## src/rtl/snes_pad_emulator_if.sv

```systemverilog
// Console-port bundle for one pad emulator: routed buttons plus console latch/clock
// in, serial data and frame status out.
interface snes_pad_emulator_if;
  logic [11:0] buttons_in;
  logic        latch_in;
  logic        pclk_in;
  logic        data_out;
  logic        busy_out;
  logic        frame_done_out;
  logic        timeout_out;

  modport master (
    output buttons_in, latch_in, pclk_in,
    input  data_out, busy_out, frame_done_out, timeout_out
  );

  modport slave (
    input  buttons_in, latch_in, pclk_in,
    output data_out, busy_out, frame_done_out, timeout_out
  );
endinterface

```

## src/rtl/snes_pad_emulator.sv

```systemverilog
// Serial SNES/NES controller emulator: answers console latch/clock polling with the
// routed active-low button vector, with a watchdog that abandons stalled frames.
module snes_pad_emulator #(
  parameter int NUM_BITS    = 16,
  parameter int SYNC_STAGES = 2,
  parameter int TIMEOUT_CYC = 4096,
  parameter int CNT_W       = 13
) (
  input  logic                clk_in,
  input  logic                reset_in,
  snes_pad_emulator_if.slave  pad
);

  localparam int BIT_W = $clog2(NUM_BITS);

  typedef enum logic [1:0] {IDLE, LATCH, SHIFT, DONE} state_t;

  logic [SYNC_STAGES-1:0] latch_sync_q;
  logic [SYNC_STAGES-1:0] pclk_sync_q;
  logic                   latch_prev_q;
  logic                   pclk_prev_q;
  logic                   latch_s;
  logic                   pclk_s;
  logic                   latch_rise;
  logic                   latch_fall;
  logic                   pclk_rise;

  state_t                 state_q;
  logic [NUM_BITS-1:0]    sr_q;
  logic [NUM_BITS-1:0]    load_vec;
  logic [BIT_W-1:0]       bit_cnt_q;
  logic [CNT_W-1:0]       to_cnt_q;
  logic                   busy_q;
  logic                   frame_done_q;
  logic                   timeout_q;

  // Idle levels (latch low, pclk high) so releasing reset does not fake an edge.
  always_ff @(posedge clk_in or posedge reset_in) begin
    if (reset_in) begin
      latch_sync_q <= '0;
      pclk_sync_q  <= '1;
      latch_prev_q <= 1'b0;
      pclk_prev_q  <= 1'b1;
    end else begin
      latch_sync_q <= {latch_sync_q[SYNC_STAGES-2:0], pad.latch_in};
      pclk_sync_q  <= {pclk_sync_q[SYNC_STAGES-2:0], pad.pclk_in};
      latch_prev_q <= latch_s;
      pclk_prev_q  <= pclk_s;
    end
  end

  assign latch_s    = latch_sync_q[SYNC_STAGES-1];
  assign pclk_s     = pclk_sync_q[SYNC_STAGES-1];
  assign latch_rise = latch_s & ~latch_prev_q;
  assign latch_fall = ~latch_s & latch_prev_q;
  assign pclk_rise  = pclk_s & ~pclk_prev_q;

  // Bits beyond the 12 buttons are released (1); an 8-bit NES port takes [7:0] only.
  for (genvar gi = 0; gi < NUM_BITS; gi++) begin : g_load
    if (gi < 12) begin : g_btn
      assign load_vec[gi] = pad.buttons_in[gi];
    end else begin : g_fill
      assign load_vec[gi] = 1'b1;
    end
  end

  always_ff @(posedge clk_in or posedge reset_in) begin
    if (reset_in) begin
      state_q      <= IDLE;
      sr_q         <= '1;
      bit_cnt_q    <= '0;
      to_cnt_q     <= '0;
      busy_q       <= 1'b0;
      frame_done_q <= 1'b0;
      timeout_q    <= 1'b0;
    end else begin
      frame_done_q <= 1'b0;
      timeout_q    <= 1'b0;
      case (state_q)
        IDLE: begin
          sr_q <= '1;
          if (latch_rise) begin
            state_q <= LATCH;
            sr_q    <= load_vec;
            busy_q  <= 1'b1;
          end
        end
        LATCH: begin
          sr_q <= load_vec;
          if (latch_fall) begin
            state_q   <= SHIFT;
            bit_cnt_q <= '0;
            to_cnt_q  <= '0;
          end
        end
        SHIFT: begin
          if (latch_rise) begin
            state_q <= LATCH;
            sr_q    <= load_vec;
          end else if (pclk_rise && !latch_s) begin
            sr_q     <= {1'b1, sr_q[NUM_BITS-1:1]};
            to_cnt_q <= '0;
            if (bit_cnt_q == BIT_W'(NUM_BITS - 1)) begin
              state_q <= DONE;
            end else begin
              bit_cnt_q <= bit_cnt_q + 1'b1;
            end
          end else if (to_cnt_q == CNT_W'(TIMEOUT_CYC - 1)) begin
            timeout_q <= 1'b1;
            sr_q      <= '1;
            state_q   <= IDLE;
            busy_q    <= 1'b0;
            to_cnt_q  <= '0;
          end else begin
            to_cnt_q <= to_cnt_q + 1'b1;
          end
        end
        DONE: begin
          // A latch arriving here restarts cleanly and suppresses the completion pulse.
          if (latch_rise) begin
            state_q <= LATCH;
            sr_q    <= load_vec;
          end else begin
            frame_done_q <= 1'b1;
            state_q      <= IDLE;
            busy_q       <= 1'b0;
          end
        end
        default: state_q <= IDLE;
      endcase
    end
  end

  assign pad.data_out       = sr_q[0];
  assign pad.busy_out       = busy_q;
  assign pad.frame_done_out = frame_done_q;
  assign pad.timeout_out    = timeout_q;

endmodule

```

## src/flat_wrapper.sv

```systemverilog
// flat-port wrapper written by rule: the top's interface ports become plain ports
module snes_pad_emulator_flat 
#(
  parameter int NUM_BITS    = 16,
  parameter int SYNC_STAGES = 2,
  parameter int TIMEOUT_CYC = 4096,
  parameter int CNT_W       = 13
)
  (clk_in, reset_in, pad_buttons_in, pad_latch_in, pad_pclk_in, pad_data_out, pad_busy_out, pad_frame_done_out, pad_timeout_out);
  snes_pad_emulator_if pad_i ();
  input  logic clk_in;
  input  logic reset_in;
  input wire logic [$bits(pad_i.buttons_in)-1:0] pad_buttons_in;
  input wire logic [$bits(pad_i.latch_in)-1:0] pad_latch_in;
  input wire logic [$bits(pad_i.pclk_in)-1:0] pad_pclk_in;
  output wire logic [$bits(pad_i.data_out)-1:0] pad_data_out;
  output wire logic [$bits(pad_i.busy_out)-1:0] pad_busy_out;
  output wire logic [$bits(pad_i.frame_done_out)-1:0] pad_frame_done_out;
  output wire logic [$bits(pad_i.timeout_out)-1:0] pad_timeout_out;
  assign pad_i.buttons_in = pad_buttons_in;
  assign pad_i.latch_in = pad_latch_in;
  assign pad_i.pclk_in = pad_pclk_in;
  assign pad_data_out = pad_i.data_out;
  assign pad_busy_out = pad_i.busy_out;
  assign pad_frame_done_out = pad_i.frame_done_out;
  assign pad_timeout_out = pad_i.timeout_out;
  snes_pad_emulator #(.NUM_BITS(NUM_BITS), .SYNC_STAGES(SYNC_STAGES), .TIMEOUT_CYC(TIMEOUT_CYC), .CNT_W(CNT_W)) u_core (.clk_in(clk_in), .reset_in(reset_in), .pad(pad_i));
endmodule
```

## config.mk

```make
export PLATFORM = sky130hd
export DESIGN_NAME = snes_pad_emulator_flat
export DESIGN_NICKNAME = d
export VERILOG_FILES = /design/src/rtl/snes_pad_emulator_if.sv /design/src/rtl/snes_pad_emulator.sv /design/src/flat_wrapper.sv
export SDC_FILE = /design/constraint.sdc
export NUM_CORES = 1
export LEC_CHECK = 0
export ABC_AREA = 1
export CAP_MARGIN = 20
export CORE_ASPECT_RATIO = 0.8
export CORE_MARGIN = 2
export CORE_UTILIZATION = 35
export CTS_CLUSTER_SIZE = 8
export DETAILED_ROUTE_END_ITERATION = 16
export SYNTH_ARGS = -nofsm -noshare
export SYNTH_HDL_FRONTEND = slang
export SYNTH_SLANG_ARGS = --single-unit
```

## constraint.sdc

```tcl
create_clock -name clk_in -period 2.2 [get_ports clk_in]
set_clock_uncertainty 0.15 [all_clocks]
set_input_delay 0.44 -clock clk_in [delete_from_list [all_inputs] [get_ports clk_in]]
set_output_delay 0.44 -clock clk_in [all_outputs]
set_load 0.005 [all_outputs]
```

; ---- Yosys cells after proc, flatten, opt, wreduce, memory -nomap -nowiden
; Cells that the tools add are included.
; W data, S select, Z words.
[classes]
muxes = 36
n_reduce_logical = 10
bitwise = 6
addsub = 2
n_eq_ne = 16
[ops]
columns = operator, n
row1 = $mux W16, 4
row2 = $pmux W16 S4, 1
row3 = $mux W13, 4
row4 = $pmux W13 S2, 1
row5 = $mux W4, 4
row6 = $add A13 B1 Y13 const B, 1
row7 = $eq A13 B12 Y1 const B, 1
row8 = $mux W1, 12
row9 = $mux W12, 1
row10 = $mux W2, 6
row11 = $ne A2 B1 Y1 const B, 5
row12 = $ne A2 B2 Y1 const B, 4
row13 = $pmux W2 S4, 1
row14 = $pmux W4 S2, 1
row15 = $reduce_and A6 Y1, 1
row16 = $reduce_and A5 Y1, 1
row17 = $add A4 B1 Y4 const B, 1
row18 = $eq A2 B2 Y1 const B, 2
row19 = $eq A4 B4 Y1 const B, 1
row20 = $ne A4 B1 Y1 const B, 1
row21 = $ne A4 B3 Y1 const B, 1
row22 = $reduce_and A4 Y1, 1
row23 = $and A1 B1 Y1, 3
row24 = $not A1 Y1, 3
row25 = 9 further kinds, 9
[totals]
word_cells = 81
register_bits = 44
input_bits = 16
out_inout_bits = 4

; ---- Logic depth before layout (Yosys ltp)
; Gate-level depths: netlist of run 1.
[depth]
depth_word = 6
depth_mapped = 9
mapped_depth_nobuf = 9

; ---- Least setup slack after synthesis of run 1
; Ideal clock, no wire load.
[synth_timing]
path_kind = register to register
startpoint = reg u_core.to_cnt_q[0]
endpoint = reg u_core.to_cnt_q[5]
setup_time_ns = 0.132
arrival_time_ns = 1.318
slack_ns = 0.601
stages_incl_launch_ff = 7
path_cell_list = dfrtp_1 > ha_1 > nand3_1 > inv_1 > nand4_2 > a21oi_2 > nor2_1
[synth_between]
elab_chain_cells = 5
elab_cells_between_ends = 6
cone_classes = 1 x add/sub / 1 x eq/ne / 4 x mux
[synth_rtl]
columns = item, line
row1 = "start, declared", snes_pad_emulator.sv:32  ; logic [CNT_W-1:0] to_cnt_q;
row2 = "start signal, assigned", snes_pad_emulator.sv:115  ; to_cnt_q <= to_cnt_q + 1'b1;
row3 = $add A13 B1 Y13 / $eq A13 B12 Y1 (equally long branches), "snes_pad_emulator.sv:115, snes_pad_emulator.sv:108"
row4 = $mux W13 *, snes_pad_emulator.sv:108  ; end else if (to_cnt_q == CNT_W'(TIMEOUT_CYC - 1)) begin
row5 = $mux W13 *, snes_pad_emulator.sv:100  ; end else if (pclk_rise && !latch_s) begin
row6 = $mux W13 *, snes_pad_emulator.sv:97  ; if (latch_rise) begin
row7 = $pmux W13 S2 *, snes_pad_emulator.sv:79  ; case (state_q)
; Every way passes the cells marked *; elsewhere a longest branch is shown, timed or not. The select of a mux whose other input is x is not followed.
; A chain may end at the register's enable or synchronous reset.

; ---- Worst setup path in the final report of run 1
[layout_timing]
startpoint = reg u_core.sr_q[0]
endpoint = out pad_data_out
[layout_rtl]
columns = item, line
row1 = "start, declared", snes_pad_emulator.sv:29  ; logic [NUM_BITS-1:0] sr_q;
row2 = "start signal, assigned", snes_pad_emulator.sv:84  ; sr_q <= load_vec;
row3 = "start signal, assigned", snes_pad_emulator.sv:89  ; sr_q <= load_vec;
row4 = "start signal, assigned", snes_pad_emulator.sv:99  ; sr_q <= load_vec;
row5 = "end, declared", flat_wrapper.sv:16  ; output wire logic [$bits(pad_i.data_out)-1:0] pad_data_out;
; No word-level cell between the ends.

==> flow_summary.html, run 1 <==
<table>
<tr><th>Metric</th><th>Value</th></tr>
<tr><th colspan="2">Outcome</th></tr>
<tr><td>Outcome</td><td>finished, final reports clean</td></tr>
<tr><th colspan="2">STA</th></tr>
<tr><td>Max-slew violations</td><td>0</td></tr>
<tr><td>Number of hold-slack violations in the final timing report</td><td>0</td></tr>
<tr><td>RSZ-0062 raised after global routing</td><td>false</td></tr>
<tr><td>Max-slew headroom at the worst pin</td><td>0.6247</td></tr>
<tr><td>Period minus WS final</td><td>1905 ps</td></tr>
<tr><td>F_max</td><td>525.0 MHz</td></tr>
<tr><td>Final setup vio count</td><td>0</td></tr>
<tr><td>Slew of the pin with the lowest slew margin</td><td>558.6 ps</td></tr>
<tr><td>Portion of the clock cycle consumed by the worst path in the final layout</td><td>0.8658</td></tr>
<tr><td>TNS Setup</td><td>0 ps</td></tr>
<tr><th colspan="2">Yosys</th></tr>
<tr><td>Library cell with the largest summed area after synthesis</td><td>sky130_fd_sc_hd__dfrtp_1</td></tr>
<tr><td>Synthesis warning total</td><td>0</td></tr>
<tr><td>Synth Area per Inst</td><td>7.187 um^2</td></tr>
<tr><td>Summed instance area of the synthesized netlist</td><td>0.002221 mm^2</td></tr>
<tr><td>Leading cell types by total area after synthesis</td><td>sky130_fd_sc_hd__dfrtp_1, sky130_fd_sc_hd__nand2_1, sky130_fd_sc_hd__dfstp_2, sky130_fd_sc_hd__inv_1, sky130_fd_sc_hd__nand3_1</td></tr>
<tr><td>Portion of the post-synthesis area used by sequential elements</td><td>0.4592</td></tr>
<tr><td>Count of distinct cell types in the synthesized netlist</td><td>27</td></tr>
<tr><td>Post-synthesis net count</td><td>327</td></tr>
<tr><td>Count of mapped cells out of synthesis</td><td>309</td></tr>
<tr><td>Total of flip-flops plus latches after synthesis</td><td>40</td></tr>
<tr><td>Share of the synthesized area in the top cell type</td><td>0.2817</td></tr>
<tr><th colspan="2">Global routing</th></tr>
<tr><td>GR Util All Layers</td><td>0.1351</td></tr>
<tr><td>Leftover overflow at the end of global routing</td><td>0</td></tr>
<tr><td>Vias in the first global route</td><td>1635</td></tr>
<tr><td>Wire length of the first global-routing pass</td><td>7.369 mm</td></tr>
<tr><td>Maximum number of pins on one net before global-route repair</td><td>41</td></tr>
<tr><td>Antenna violations before repair</td><td>0</td></tr>
<tr><th colspan="2">Critical path</th></tr>
<tr><td>Number of buffer and inverter stages on the critical path</td><td>1</td></tr>
<tr><td>Critical path fanouts, max</td><td>2</td></tr>
<tr><td>Crit path kind</td><td>register to primary output</td></tr>
<tr><td>Critical Path Slowest Stage Cell</td><td>sky130_fd_sc_hd__dfstp_2</td></tr>
<tr><td>CP arrival</td><td>1310 ps</td></tr>
<tr><td>Cell breakdown of the critical path</td><td>clkdlybuf4s50_1</td></tr>
<tr><td>Startpoint of the worst register-to-register path</td><td>u_core.to_cnt_q[0]</td></tr>
<tr><td>Sort of element at the start of the critical path</td><td>register</td></tr>
<tr><td>Slowest Stage Delay on Critical Path</td><td>530 ps</td></tr>
<tr><td>Kind of cell adding the most delay to the critical path</td><td>flip-flops</td></tr>
<tr><td>Worst path required time</td><td>1610 ps</td></tr>
<tr><td>Worst setup startpoint</td><td>u_core.sr_q[0]</td></tr>
<tr><td>Type of destination of the critical path</td><td>primary output</td></tr>
<tr><th colspan="2">Clock network</th></tr>
<tr><td>Resize count post-CTS</td><td>0</td></tr>
<tr><td>Max Root-Sink Buffers</td><td>2</td></tr>
<tr><td>TritonCTS clock tree</td><td>built</td></tr>
<tr><td>Clock Pin Slew Worst Setup and Hold Paths</td><td>70 ps</td></tr>
<tr><td>CTS root buf</td><td>sky130_fd_sc_hd__clkbuf_8</td></tr>
<tr><td>Hold-fix buffers, CTS</td><td>0</td></tr>
<tr><td>Clk_lat worst skew</td><td>290 ps</td></tr>
<tr><td>Max H-tree Level</td><td>2</td></tr>
<tr><td>Number of CTS-inserted buffers</td><td>5</td></tr>
<tr><td>Number of sinks handled by clock tree synthesis</td><td>40</td></tr>
<tr><td>Number of setup buffers added after CTS</td><td>0</td></tr>
<tr><th colspan="2">Detailed routing</th></tr>
<tr><td>Via total after detailed routing</td><td>1837</td></tr>
<tr><td>Via-to-Cell Ratio</td><td>4.427</td></tr>
<tr><td>Routed length per instance</td><td>10.28 um</td></tr>
<tr><td>Aggregate routed wire length</td><td>4.266 mm</td></tr>
<tr><td>Iteration count of the initial detailed-routing pass</td><td>4</td></tr>
<tr><td>Number of nets still failing antenna checks after routing</td><td>0</td></tr>
<tr><td>DRC Markers</td><td>0</td></tr>
<tr><td>Drt initial violations</td><td>121</td></tr>
<tr><th colspan="2">Die</th></tr>
<tr><td>Chip Width</td><td>93.06 um</td></tr>
<tr><td>I/O Pins</td><td>20</td></tr>
<tr><td>Die height</td><td>75.25 um</td></tr>
<tr><td>Area of the core</td><td>0.006006 mm^2</td></tr>
<tr><td>DIE AREA</td><td>0.007003 mm^2</td></tr>
<tr><td>Site Rows</td><td>25</td></tr>
<tr><td>Initial core utilization</td><td>0.3698</td></tr>
<tr><th colspan="2">Power</th></tr>
<tr><td>Max VDD drop</td><td>0.5822 mV</td></tr>
<tr><td>Static leakage</td><td>1.354 nW</td></tr>
<tr><td>Pwr dens</td><td>907.6 mW/mm^2</td></tr>
<tr><th colspan="2">Finish</th></tr>
<tr><td>Ant. Diodes</td><td>0</td></tr>
<tr><td>Register cell area after layout</td><td>0.001020 mm^2</td></tr>
<tr><td>Most common cell after layout, fill and taps aside</td><td>sky130_fd_sc_hd__nand2_1</td></tr>
<tr><td>Number of filler instances in the final layout</td><td>649</td></tr>
<tr><td>Final core occ</td><td>0.4344</td></tr>
<tr><td>Leading cell types in the layout, fill and taps excluded</td><td>sky130_fd_sc_hd__nand2_1, sky130_fd_sc_hd__inv_1, sky130_fd_sc_hd__nand3_1, sky130_fd_sc_hd__nor2_1, sky130_fd_sc_hd__dfrtp_1</td></tr>
<tr><td>Net total in the final layout</td><td>351</td></tr>
<tr><td>Area grow syn2layout</td><td>17.46%</td></tr>
<tr><td>Share of cells above drive strength 1</td><td>0.1138</td></tr>
<tr><td>Multi-input logic area</td><td>954.7 um^2</td></tr>
<tr><th colspan="2">Hold path</th></tr>
<tr><td>Worst hold path type</td><td>register to register</td></tr>
<tr><td>Origin of the worst min-delay path</td><td>u_core.latch_sync_q[0]</td></tr>
<tr><th colspan="2">Placement</th></tr>
<tr><td>Input/output buffers</td><td>19</td></tr>
<tr><td>Dpl hpwl</td><td>3.081 mm</td></tr>
<tr><td>GP Congestion</td><td>0.8768</td></tr>
<tr><th colspan="2">Job</th></tr>
<tr><td>Count of maximum capacitance violations</td><td>0</td></tr>
</table>
## cells in the mapped netlist (all sizes together)
cell type,instances
a21oi,3
buf,5
clkbuf,1
dfrtp,25
dfstp,15
ha,2
inv,55
nand2,118
nand3,30
nand3b,2
nand4,6
nor2,28
nor3,4
o21ai,8
or2,2
xor2,5
## state kept, by name, indices dropped and copies added (netlist names)
register and flops:
u_core.bit_cnt_q 4, u_core.latch_prev_q 1, u_core.latch_sync_q 2, u_core.pad.busy_out 1, u_core.pad.frame_done_out 1, u_core.pad.timeout_out 1, u_core.pclk_prev_q 1, u_core.pclk_sync_q 2
u_core.sr_q 12, u_core.state_q 2, u_core.to_cnt_q 13
## metrics by stage
| step | total power, mW | hold slack [ps] | worst slack (ps) | instances | area (um^2) |
|---|---|---|---|---|---|
| CTS | 2.400 | 201.0 | 279.0 | 415 | 2609 |
| detailed placement | 1.880 | 186.4 | 307.5 | 407 | 2515 |
| global route | 2.581 | 207.1 | 116.4 | 415 | 2609 |
| finish | 2.368 | 196.7 | 295.3 | 415 | 2609 |
| floorplan | 1.670 | 181.2 | 600.6 | 309 | 2221 |
| global placement | 1.874 | 182.3 | 392.8 | 407 | 2515 |
## worst paths after layout
check | cells after the start | slack [ps] | to
max reg2reg | 8 | 330 | u_core.sr_q[7]
max | 1 | 300 | pad_data_out
min in group asynchronous | 3 | 350 | u_core.to_cnt_q[4]
min reg2reg | 0 | 200 | u_core.latch_sync_q[1]
max in group asynchronous | 3 | 1290 | u_core.sr_q[10]
min | 0 | 200 | u_core.latch_sync_q[1]
## kinds of logic after synthesis
group | synth area share
and+or+nand+nor | 0.3724
buffers and inverters | 0.1110
DFF | 0.4592
AOI/OAI and AO/OA | 0.02648
xor gates and xnor gates | 0.01972
adders and majority gates | 0.01127
## where the power goes
part,leakage [nW],internal (mW),switching (mW),total (mW)
sequential,0.494,0.962,0.0940,1.06
combinational,0.815,0.300,0.505,0.805
clock,0.0445,0.255,0.252,0.507
## layout make-up
class                   instances  area share
repair buffers                 23     0.08921
flip-flops and latches         40      0.3909
well taps                      81     0.03885
inverters                      55     0.07914
clock inverters                 1    0.002878
clock buffers                   7     0.03309
multi-input cells             208      0.3659
## metal layers
layer	vias up	track usage	routed length, um
met5	-	0	0
met1	819	0.1992	2265
li1	985	-	-
met3	4	0.03003	165
met2	29	0.1916	1785
met4	0	0.05719	50
Power figures use the tool's default switching activity.
==> run 2: changes to the inputs <==
--- a/config.mk
+++ b/config.mk
@@ -12,6 +12,7 @@
 export CORE_UTILIZATION = 35
 export CTS_CLUSTER_SIZE = 8
 export DETAILED_ROUTE_END_ITERATION = 16
+export SETUP_SLACK_MARGIN = 0.3
 export SYNTH_ARGS = -nofsm -noshare
 export SYNTH_HDL_FRONTEND = slang
 export SYNTH_SLANG_ARGS = --single-unit
==> flow_summary.html, run 2 (synthesis gave the netlist of run 1 again) <==
<table>
<tr><th>Metric</th><th>Value</th></tr>
<tr><th colspan="2">Hold path</th></tr>
<tr><td>Worst hold path type</td><td>register to register</td></tr>
<tr><td>WHS Path Cells</td><td>0 (unchanged)</td></tr>
<tr><th colspan="2">Detailed routing</th></tr>
<tr><td>Aggregate routed wire length</td><td>4.410 mm (+3.4%)</td></tr>
<tr><td>Via-to-Cell Ratio</td><td>4.427 (about the same)</td></tr>
<tr><td>Iteration count of the initial detailed-routing pass</td><td>6 (+2)</td></tr>
<tr><td>Number of nets still failing antenna checks after routing</td><td>0 (unchanged)</td></tr>
<tr><td>Drt initial violations</td><td>99 (-18%)</td></tr>
<tr><td>Routed length per instance</td><td>10.53 um (+2.4%)</td></tr>
<tr><td>Via total after detailed routing</td><td>1855 (+0.98%)</td></tr>
<tr><td>DRC Markers</td><td>0 (unchanged)</td></tr>
<tr><th colspan="2">Critical path</th></tr>
<tr><td>Critical Path Slowest Stage Cell</td><td>sky130_fd_sc_hd__dfrtp_1</td></tr>
<tr><td>Worst r2r path cells</td><td>6 (-2)</td></tr>
<tr><td>Cell breakdown of the critical path</td><td>ha_1, nand3_1, inv_1, nand4_4, a21oi_4, nor2_1</td></tr>
<tr><td>Worst path required time</td><td>2220 ps (+610 ps)</td></tr>
<tr><td>Sort of element at the start of the critical path</td><td>register</td></tr>
<tr><td>Crit path kind</td><td>register to register</td></tr>
<tr><td>Slowest Stage Delay on Critical Path</td><td>400 ps (-130 ps)</td></tr>
<tr><td>Critical path fanouts, max</td><td>9 (+7)</td></tr>
<tr><td>Type of destination of the critical path</td><td>register</td></tr>
<tr><td>Register-to-register setup slack</td><td>420 ps (+90 ps)</td></tr>
<tr><td>CP arrival</td><td>1800 ps (+490 ps)</td></tr>
<tr><th colspan="2">Placement</th></tr>
<tr><td>DP Cell Count</td><td>407 (unchanged)</td></tr>
<tr><td>Dpl hpwl</td><td>3.081 mm (unchanged)</td></tr>
<tr><td>Placement Cell Area</td><td>0.002515 mm^2 (unchanged)</td></tr>
<tr><td>Input/output buffers</td><td>19 (unchanged)</td></tr>
<tr><td>GP Congestion</td><td>0.8768 (unchanged)</td></tr>
<tr><th colspan="2">Finish</th></tr>
<tr><td>Net total in the final layout</td><td>355 (+1.1%)</td></tr>
<tr><td>Flip-flop count of the largest register after layout</td><td>13 (unchanged)</td></tr>
<tr><td>Layout Cell Area excl Fill</td><td>0.002663 mm^2 (+2.1%)</td></tr>
<tr><td>Register cell area after layout</td><td>0.001020 mm^2 (unchanged)</td></tr>
<tr><td>Largest register by flop count</td><td>u_core.to_cnt_q</td></tr>
<tr><td>Non-filler cells, final</td><td>419 (+0.96%)</td></tr>
<tr><td>Ant. Diodes</td><td>0 (unchanged)</td></tr>
<tr><td>Leading cell types in the layout, fill and taps excluded</td><td>sky130_fd_sc_hd__nand2_1, sky130_fd_sc_hd__inv_1, sky130_fd_sc_hd__nand3_1, sky130_fd_sc_hd__nor2_1, sky130_fd_sc_hd__dfrtp_1</td></tr>
<tr><td>Final core occ</td><td>0.4433 (+0.008958)</td></tr>
<tr><td>Most common cell after layout, fill and taps aside</td><td>sky130_fd_sc_hd__nand2_1</td></tr>
<tr><td>Share of cells above drive strength 1</td><td>0.1243 (+0.01049)</td></tr>
<tr><td>Area grow syn2layout</td><td>19.89%</td></tr>
<tr><td>Leading registers by flop count</td><td>u_core.to_cnt_q (13), u_core.sr_q (12), u_core.bit_cnt_q (4)</td></tr>
<tr><td>Number of filler instances in the final layout</td><td>641 (-1.2%)</td></tr>
<tr><td>Multi-input logic area</td><td>987.2 um^2 (+3.4%)</td></tr>
<tr><th colspan="2">Power</th></tr>
<tr><td>Pwr dens</td><td>904.0 mW/mm^2 (-0.40%)</td></tr>
<tr><td>Max VDD drop</td><td>0.5535 mV (-4.9%)</td></tr>
<tr><td>Total power draw</td><td>2.407 mW (+1.7%)</td></tr>
<tr><td>Static leakage</td><td>1.389 nW (+2.6%)</td></tr>
<tr><th colspan="2">Die</th></tr>
<tr><td>Initial core utilization</td><td>0.3698 (unchanged)</td></tr>
<tr><td>Die height</td><td>75.25 um (unchanged)</td></tr>
<tr><td>Chip Width</td><td>93.06 um (unchanged)</td></tr>
<tr><td>I/O Pins</td><td>20 (unchanged)</td></tr>
<tr><td>DIE AREA</td><td>0.007003 mm^2 (unchanged)</td></tr>
<tr><td>Area of the core</td><td>0.006006 mm^2 (unchanged)</td></tr>
<tr><td>Site Rows</td><td>25 (unchanged)</td></tr>
<tr><th colspan="2">Global routing</th></tr>
<tr><td>Wire length of the first global-routing pass</td><td>7.369 mm (unchanged)</td></tr>
<tr><td>Leftover overflow at the end of global routing</td><td>0 (unchanged)</td></tr>
<tr><td>Maximum number of pins on one net before global-route repair</td><td>41 (unchanged)</td></tr>
<tr><td>Antenna violations before repair</td><td>0 (unchanged)</td></tr>
<tr><td>Vias in the first global route</td><td>1635 (unchanged)</td></tr>
<tr><td>GR Util All Layers</td><td>0.1351 (unchanged)</td></tr>
<tr><th colspan="2">STA</th></tr>
<tr><td>Final setup vio count</td><td>0 (unchanged)</td></tr>
<tr><td>TNS Setup</td><td>0 ps (unchanged)</td></tr>
<tr><td>Slew of the pin with the lowest slew margin</td><td>544.4 ps (-14.22 ps)</td></tr>
<tr><td>Number of hold-slack violations in the final timing report</td><td>0 (unchanged)</td></tr>
<tr><td>Max-slew headroom at the worst pin</td><td>0.6343 (+0.009554)</td></tr>
<tr><td>Portion of the clock cycle consumed by the worst path in the final layout</td><td>0.8078 (-0.05801)</td></tr>
<tr><td>RSZ-0062 raised after global routing</td><td>true</td></tr>
<tr><td>F_max</td><td>562.7 MHz (+7.2%)</td></tr>
<tr><td>Period minus WS final</td><td>1777 ps (-127.6 ps)</td></tr>
<tr><td>Max-slew violations</td><td>0 (unchanged)</td></tr>
<tr><th colspan="2">Clock network</th></tr>
<tr><td>TritonCTS clock tree</td><td>built</td></tr>
<tr><td>Number of sinks handled by clock tree synthesis</td><td>40 (unchanged)</td></tr>
<tr><td>Max H-tree Level</td><td>2 (unchanged)</td></tr>
<tr><td>CTS root buf</td><td>sky130_fd_sc_hd__clkbuf_8</td></tr>
<tr><td>Clk_lat worst skew</td><td>290 ps (about the same)</td></tr>
<tr><td>Max Root-Sink Buffers</td><td>2 (unchanged)</td></tr>
<tr><td>Hold-fix buffers, CTS</td><td>0 (unchanged)</td></tr>
<tr><td>Clock Pin Slew Worst Setup and Hold Paths</td><td>80 ps (about the same)</td></tr>
<tr><td>Number of CTS-inserted buffers</td><td>5 (unchanged)</td></tr>
<tr><th colspan="2">Job</th></tr>
<tr><td>Count of maximum capacitance violations</td><td>0 (unchanged)</td></tr>
<tr><th colspan="2">Outcome</th></tr>
<tr><td>Outcome</td><td>finished, final reports clean</td></tr>
</table>
run 2: cell count changes in the layout (fill, tap and decap cells not counted), sizes merged:
cell / change
buf: +3
dlygate4sd2: +1
nand2: +1
clkdlybuf4s50: -1
run 2: power breakdown:
| group | total [mW] | internal (mW) | switching (mW) | leakage, nW |
|---|---|---|---|---|
| Combinational | 0.845 | 0.323 | 0.521 | 0.851 |
| Clock | 0.507 | 0.255 | 0.252 | 0.0445 |
| Sequential | 1.06 | 0.961 | 0.0939 | 0.494 |
| Total | 2.41 | 1.54 | 0.868 | 1.39 |
run 2: final cells by class:
type / instances / share of cell area
clock buffers: 7 / 0.03242
repair buffers: 26 / 0.09540
multi-input cells: 209 / 0.3708
flip-flops and latches: 40 / 0.3830
well taps: 81 / 0.03806
inverters: 55 / 0.07754
clock inverters: 1 / 0.002820
run 2: repair_timing:
action | CTS | global route
buffers inserted | 0 | 3
pin swaps | 0 | 2
resized for setup | 1 | 4
setup endpoints to repair | 4 | 24
gates cloned | 0 | 1
run 2: stage by stage:
step	worst slack (ps)	hold slack, ps
2_1_floorplan	600.6	181.2
3_3_place_gp	392.8	182.3
3_5_place_dp	307.5	186.4
4_1_cts	296.6	201.0
5_1_grt	261.5	207.1
6_report	422.9	195.5
run 2: critical path: cells and delay by family (launching register included):
kind            cells  cell delay, ps
buf+inv             1             150
simple gates        3             450
compound gates      1             320
fa+ha+maj           1             190
flops               1             400
run 2: worst paths after layout:
check                                       start                      to
min reg2reg                u_core.latch_sync_q[0]  u_core.latch_sync_q[1]
min in group asynchronous                reset_in  u_core.latch_sync_q[1]
min                        u_core.latch_sync_q[0]  u_core.latch_sync_q[1]
max in group asynchronous                reset_in         u_core.sr_q[10]
max reg2reg                    u_core.to_cnt_q[0]      u_core.to_cnt_q[5]
max                            u_core.to_cnt_q[0]      u_core.to_cnt_q[5]
run 2: layer usage:
| layer | track usage | vias to the layer above | routed length (um) |
|---|---|---|---|
| met3 | 0.03003 | 4 | 192 |
| met4 | 0.05719 | 0 | 53 |
| li1 | - | 989 | - |
| met1 | 0.1992 | 832 | 2268 |
| met2 | 0.1916 | 30 | 1896 |
| met5 | 0 | - | 0 |
==> run 3: changes to the inputs <==
==> constraint.sdc (replaced) <==
create_clock -name clk_in -period 1.45 [get_ports clk_in]
set_clock_uncertainty 0.15 [all_clocks]
set_input_delay 0.29 -clock clk_in [delete_from_list [all_inputs] [get_ports clk_in]]
set_output_delay 0.29 -clock clk_in [all_outputs]
set_load 0.005 [all_outputs]
==> flow_summary.html, run 3 (synthesis gave the netlist of run 1 again) <==
<table>
<tr><th>Metric</th><th>Value</th></tr>
<tr><th colspan="2">Outcome</th></tr>
<tr><td>Outcome</td><td>complete, but fails checks</td></tr>
<tr><td>Violations in the final reports</td><td>setup timing</td></tr>
<tr><th colspan="2">Critical path</th></tr>
<tr><td>Crit path kind</td><td>register to register</td></tr>
<tr><td>Number of buffer and inverter stages on the critical path</td><td>2 (+1)</td></tr>
<tr><td>Worst r2r path cells</td><td>8 (+2)</td></tr>
<tr><td>Kind of cell adding the most delay to the critical path</td><td>simple AND/OR/NAND/NOR gates</td></tr>
<tr><td>Worst path required time</td><td>1480 ps (-740 ps)</td></tr>
<tr><td>Critical path depth in cells</td><td>8 (+2)</td></tr>
<tr><td>Cell breakdown of the critical path</td><td>inv_2, nor2_4, nand2_4, nor2_4, nand2_4, buf_4, nand3_1, nand2_1</td></tr>
<tr><td>Slowest Stage Delay on Critical Path</td><td>420 ps (+20 ps)</td></tr>
<tr><td>Type of destination of the critical path</td><td>register</td></tr>
<tr><td>Critical Path Slowest Stage Cell</td><td>sky130_fd_sc_hd__dfrtp_1</td></tr>
<tr><td>CP arrival</td><td>1640 ps (-160 ps)</td></tr>
<tr><td>Sort of element at the start of the critical path</td><td>register</td></tr>
<tr><td>Critical path fanouts, max</td><td>6 (-3)</td></tr>
<tr><th colspan="2">Detailed routing</th></tr>
<tr><td>Aggregate routed wire length</td><td>5.436 mm (+23%)</td></tr>
<tr><td>Iteration count of the initial detailed-routing pass</td><td>4 (-2)</td></tr>
<tr><td>DRC Markers</td><td>0 (unchanged)</td></tr>
<tr><td>Drt initial violations</td><td>80 (-19%)</td></tr>
<tr><td>Via-to-Cell Ratio</td><td>4.434 (+0.15%)</td></tr>
<tr><td>Via total after detailed routing</td><td>2115 (+14%)</td></tr>
<tr><td>Number of nets still failing antenna checks after routing</td><td>0 (unchanged)</td></tr>
<tr><td>Routed length per instance</td><td>11.40 um (+8.3%)</td></tr>
<tr><th colspan="2">Global routing</th></tr>
<tr><td>Wire length of the first global-routing pass</td><td>9.211 mm (+25%)</td></tr>
<tr><td>GR Util All Layers</td><td>0.1690 (+0.03397)</td></tr>
<tr><td>Antenna violations before repair</td><td>0 (unchanged)</td></tr>
<tr><td>Leftover overflow at the end of global routing</td><td>0 (unchanged)</td></tr>
<tr><td>Maximum number of pins on one net before global-route repair</td><td>41 (unchanged)</td></tr>
<tr><td>Vias in the first global route</td><td>2035 (+24%)</td></tr>
<tr><th colspan="2">STA</th></tr>
<tr><td>Final setup vio count</td><td>32 (+32)</td></tr>
<tr><td>Portion of the clock cycle consumed by the worst path in the final layout</td><td>1.106 (+0.2978)</td></tr>
<tr><td>Post-route setup slack</td><td>-153.0 ps (-575.9 ps)</td></tr>
<tr><td>Final hold slack</td><td>211.0 ps (+15.54 ps)</td></tr>
<tr><td>Period minus WS final</td><td>1603 ps (-174.1 ps)</td></tr>
<tr><td>F_max</td><td>623.8 MHz (+11%)</td></tr>
<tr><td>Max-slew violations</td><td>0 (unchanged)</td></tr>
<tr><td>Number of hold-slack violations in the final timing report</td><td>0 (unchanged)</td></tr>
<tr><td>Slew of the pin with the lowest slew margin</td><td>323.0 ps (-221.4 ps)</td></tr>
<tr><td>Max-slew headroom at the worst pin</td><td>0.7830 (+0.1488)</td></tr>
<tr><td>RSZ-0062 raised after global routing</td><td>true</td></tr>
<tr><th colspan="2">Finish</th></tr>
<tr><td>Share of cells above drive strength 1</td><td>0.3409 (+0.2166)</td></tr>
<tr><td>Largest register by flop count</td><td>u_core.to_cnt_q</td></tr>
<tr><td>Ant. Diodes</td><td>0 (unchanged)</td></tr>
<tr><td>Most common cell after layout, fill and taps aside</td><td>sky130_fd_sc_hd__nand2_1</td></tr>
<tr><td>Leading cell types in the layout, fill and taps excluded</td><td>sky130_fd_sc_hd__nand2_1, sky130_fd_sc_hd__buf_4, sky130_fd_sc_hd__inv_1, sky130_fd_sc_hd__dfrtp_1, sky130_fd_sc_hd__nand3_1</td></tr>
<tr><td>Net total in the final layout</td><td>413 (+16%)</td></tr>
<tr><td>Number of filler instances in the final layout</td><td>557 (-13%)</td></tr>
<tr><td>Flip-flop count of the largest register after layout</td><td>13 (unchanged)</td></tr>
<tr><td>Area grow syn2layout</td><td>51.04%</td></tr>
<tr><td>Leading registers by flop count</td><td>u_core.to_cnt_q (13), u_core.sr_q (12), u_core.bit_cnt_q (4)</td></tr>
<tr><th colspan="2">Clock network</th></tr>
<tr><td>Number of sinks handled by clock tree synthesis</td><td>40 (unchanged)</td></tr>
<tr><td>Number of CTS-inserted buffers</td><td>5 (unchanged)</td></tr>
<tr><td>TritonCTS clock tree</td><td>built</td></tr>
<tr><td>Max Root-Sink Buffers</td><td>2 (unchanged)</td></tr>
<tr><td>Clk_lat worst skew</td><td>300 ps (about the same)</td></tr>
<tr><td>Clock Pin Slew Worst Setup and Hold Paths</td><td>80 ps (about the same)</td></tr>
<tr><td>Hold-fix buffers, CTS</td><td>0 (unchanged)</td></tr>
<tr><td>Max H-tree Level</td><td>2 (unchanged)</td></tr>
<tr><td>CTS root buf</td><td>sky130_fd_sc_hd__clkbuf_8</td></tr>
<tr><th colspan="2">Placement</th></tr>
<tr><td>Dpl hpwl</td><td>3.622 mm (+18%)</td></tr>
<tr><td>Input/output buffers</td><td>19 (unchanged)</td></tr>
<tr><td>GP Congestion</td><td>0.8181 (-6.7%)</td></tr>
<tr><th colspan="2">Job</th></tr>
<tr><td>Count of maximum capacitance violations</td><td>0 (unchanged)</td></tr>
<tr><th colspan="2">Die</th></tr>
<tr><td>I/O Pins</td><td>20 (unchanged)</td></tr>
<tr><td>Area of the core</td><td>0.006006 mm^2 (unchanged)</td></tr>
<tr><td>Chip Width</td><td>93.06 um (unchanged)</td></tr>
<tr><td>Initial core utilization</td><td>0.3698 (unchanged)</td></tr>
<tr><td>Die height</td><td>75.25 um (unchanged)</td></tr>
<tr><td>Site Rows</td><td>25 (unchanged)</td></tr>
<tr><td>DIE AREA</td><td>0.007003 mm^2 (unchanged)</td></tr>
<tr><th colspan="2">Hold path</th></tr>
<tr><td>Worst hold path type</td><td>register to register</td></tr>
<tr><td>WHS Path Cells</td><td>0 (unchanged)</td></tr>
<tr><th colspan="2">Power</th></tr>
<tr><td>Total power draw</td><td>4.560 mW (+89%)</td></tr>
<tr><td>Max VDD drop</td><td>0.7903 mV (+43%)</td></tr>
<tr><td>Pwr dens</td><td>1359 mW/mm^2 (+50%)</td></tr>
<tr><td>Static leakage</td><td>1.760 nW (+27%)</td></tr>
</table>
-- run 3: changes by cell type in the layout (fill, tap and decap cells not counted), sizes merged --
cell / change
inv: -1
clkbuf: +3
dlygate4sd2: -1
nor2: +1
a21oi: +1
clkdlybuf4s50: -3
nand2: -1
buf: +59
-- run 3: final cells by class --
type | count | area (um^2) | area share
Clock buffer | 8 | 90.09 | 0.02686
Inverter | 55 | 217.7 | 0.06490
Multi-Input combinational cell | 210 | 1160 | 0.3458
Sequential cell | 40 | 1021 | 0.3044
Tap cell | 81 | 101.3 | 0.03021
Timing Repair Buffer | 83 | 764.5 | 0.2279
-- run 3: per-stage QoR --
stage	setup TNS (ps)	utilization	cells	instance area (um^2)	worst slack (ps)
6_report	-3632	0.5585	477	3354	-153.0
5_1_grt	-6507	0.5585	477	3354	-248.4
4_1_cts	-2798	0.5275	468	3168	-124.4
3_5_place_dp	-2800	0.4875	449	2928	-121.6
3_3_place_gp	-2707	0.4875	449	2928	-119.4
2_1_floorplan	-1266	-	309	2291	-89.71
-- run 3: final timing paths --
check,slack [ps],start,to
worst max-delay path,-150,u_core.state_q[1],u_core.state_q[1]
worst min-delay path,210,u_core.latch_sync_q[0],u_core.latch_sync_q[1]
worst max register to register,-150,u_core.state_q[1],u_core.state_q[1]
worst min register to register,210,u_core.latch_sync_q[0],u_core.latch_sync_q[1]
max in group asynchronous,650,reset_in,u_core.sr_q[3]
min in group asynchronous,230,reset_in,u_core.to_cnt_q[7]
-- run 3: per-layer routing --
| layer | share of wire | vias up | GRT usage |
|---|---|---|---|
| li1 | - | 1111 | - |
| met1 | 0.51 | 964 | 0.2345 |
| met2 | 0.45 | 33 | 0.2713 |
| met3 | 0.036 | 7 | 0.02803 |
| met4 | 0.012 | 0 | 0.06209 |
| met5 | 0 | - | 0 |
-- run 3: power by group --
group	switching [mW]	internal (mW)	leakage [nW]
logic	1.09	1.09	1.22
clock network	0.387	0.388	0.0455
registers	0.142	1.46	0.493
total	1.62	2.94	1.76
-- run 3: timing repair --
action / in CTS / in global routing
pin swaps: 8 / 19
setup endpoints to repair: 38 / 38
buffers inserted: 10 / 6
gates resized for setup: 38 / 23
cloned: 1 / 3
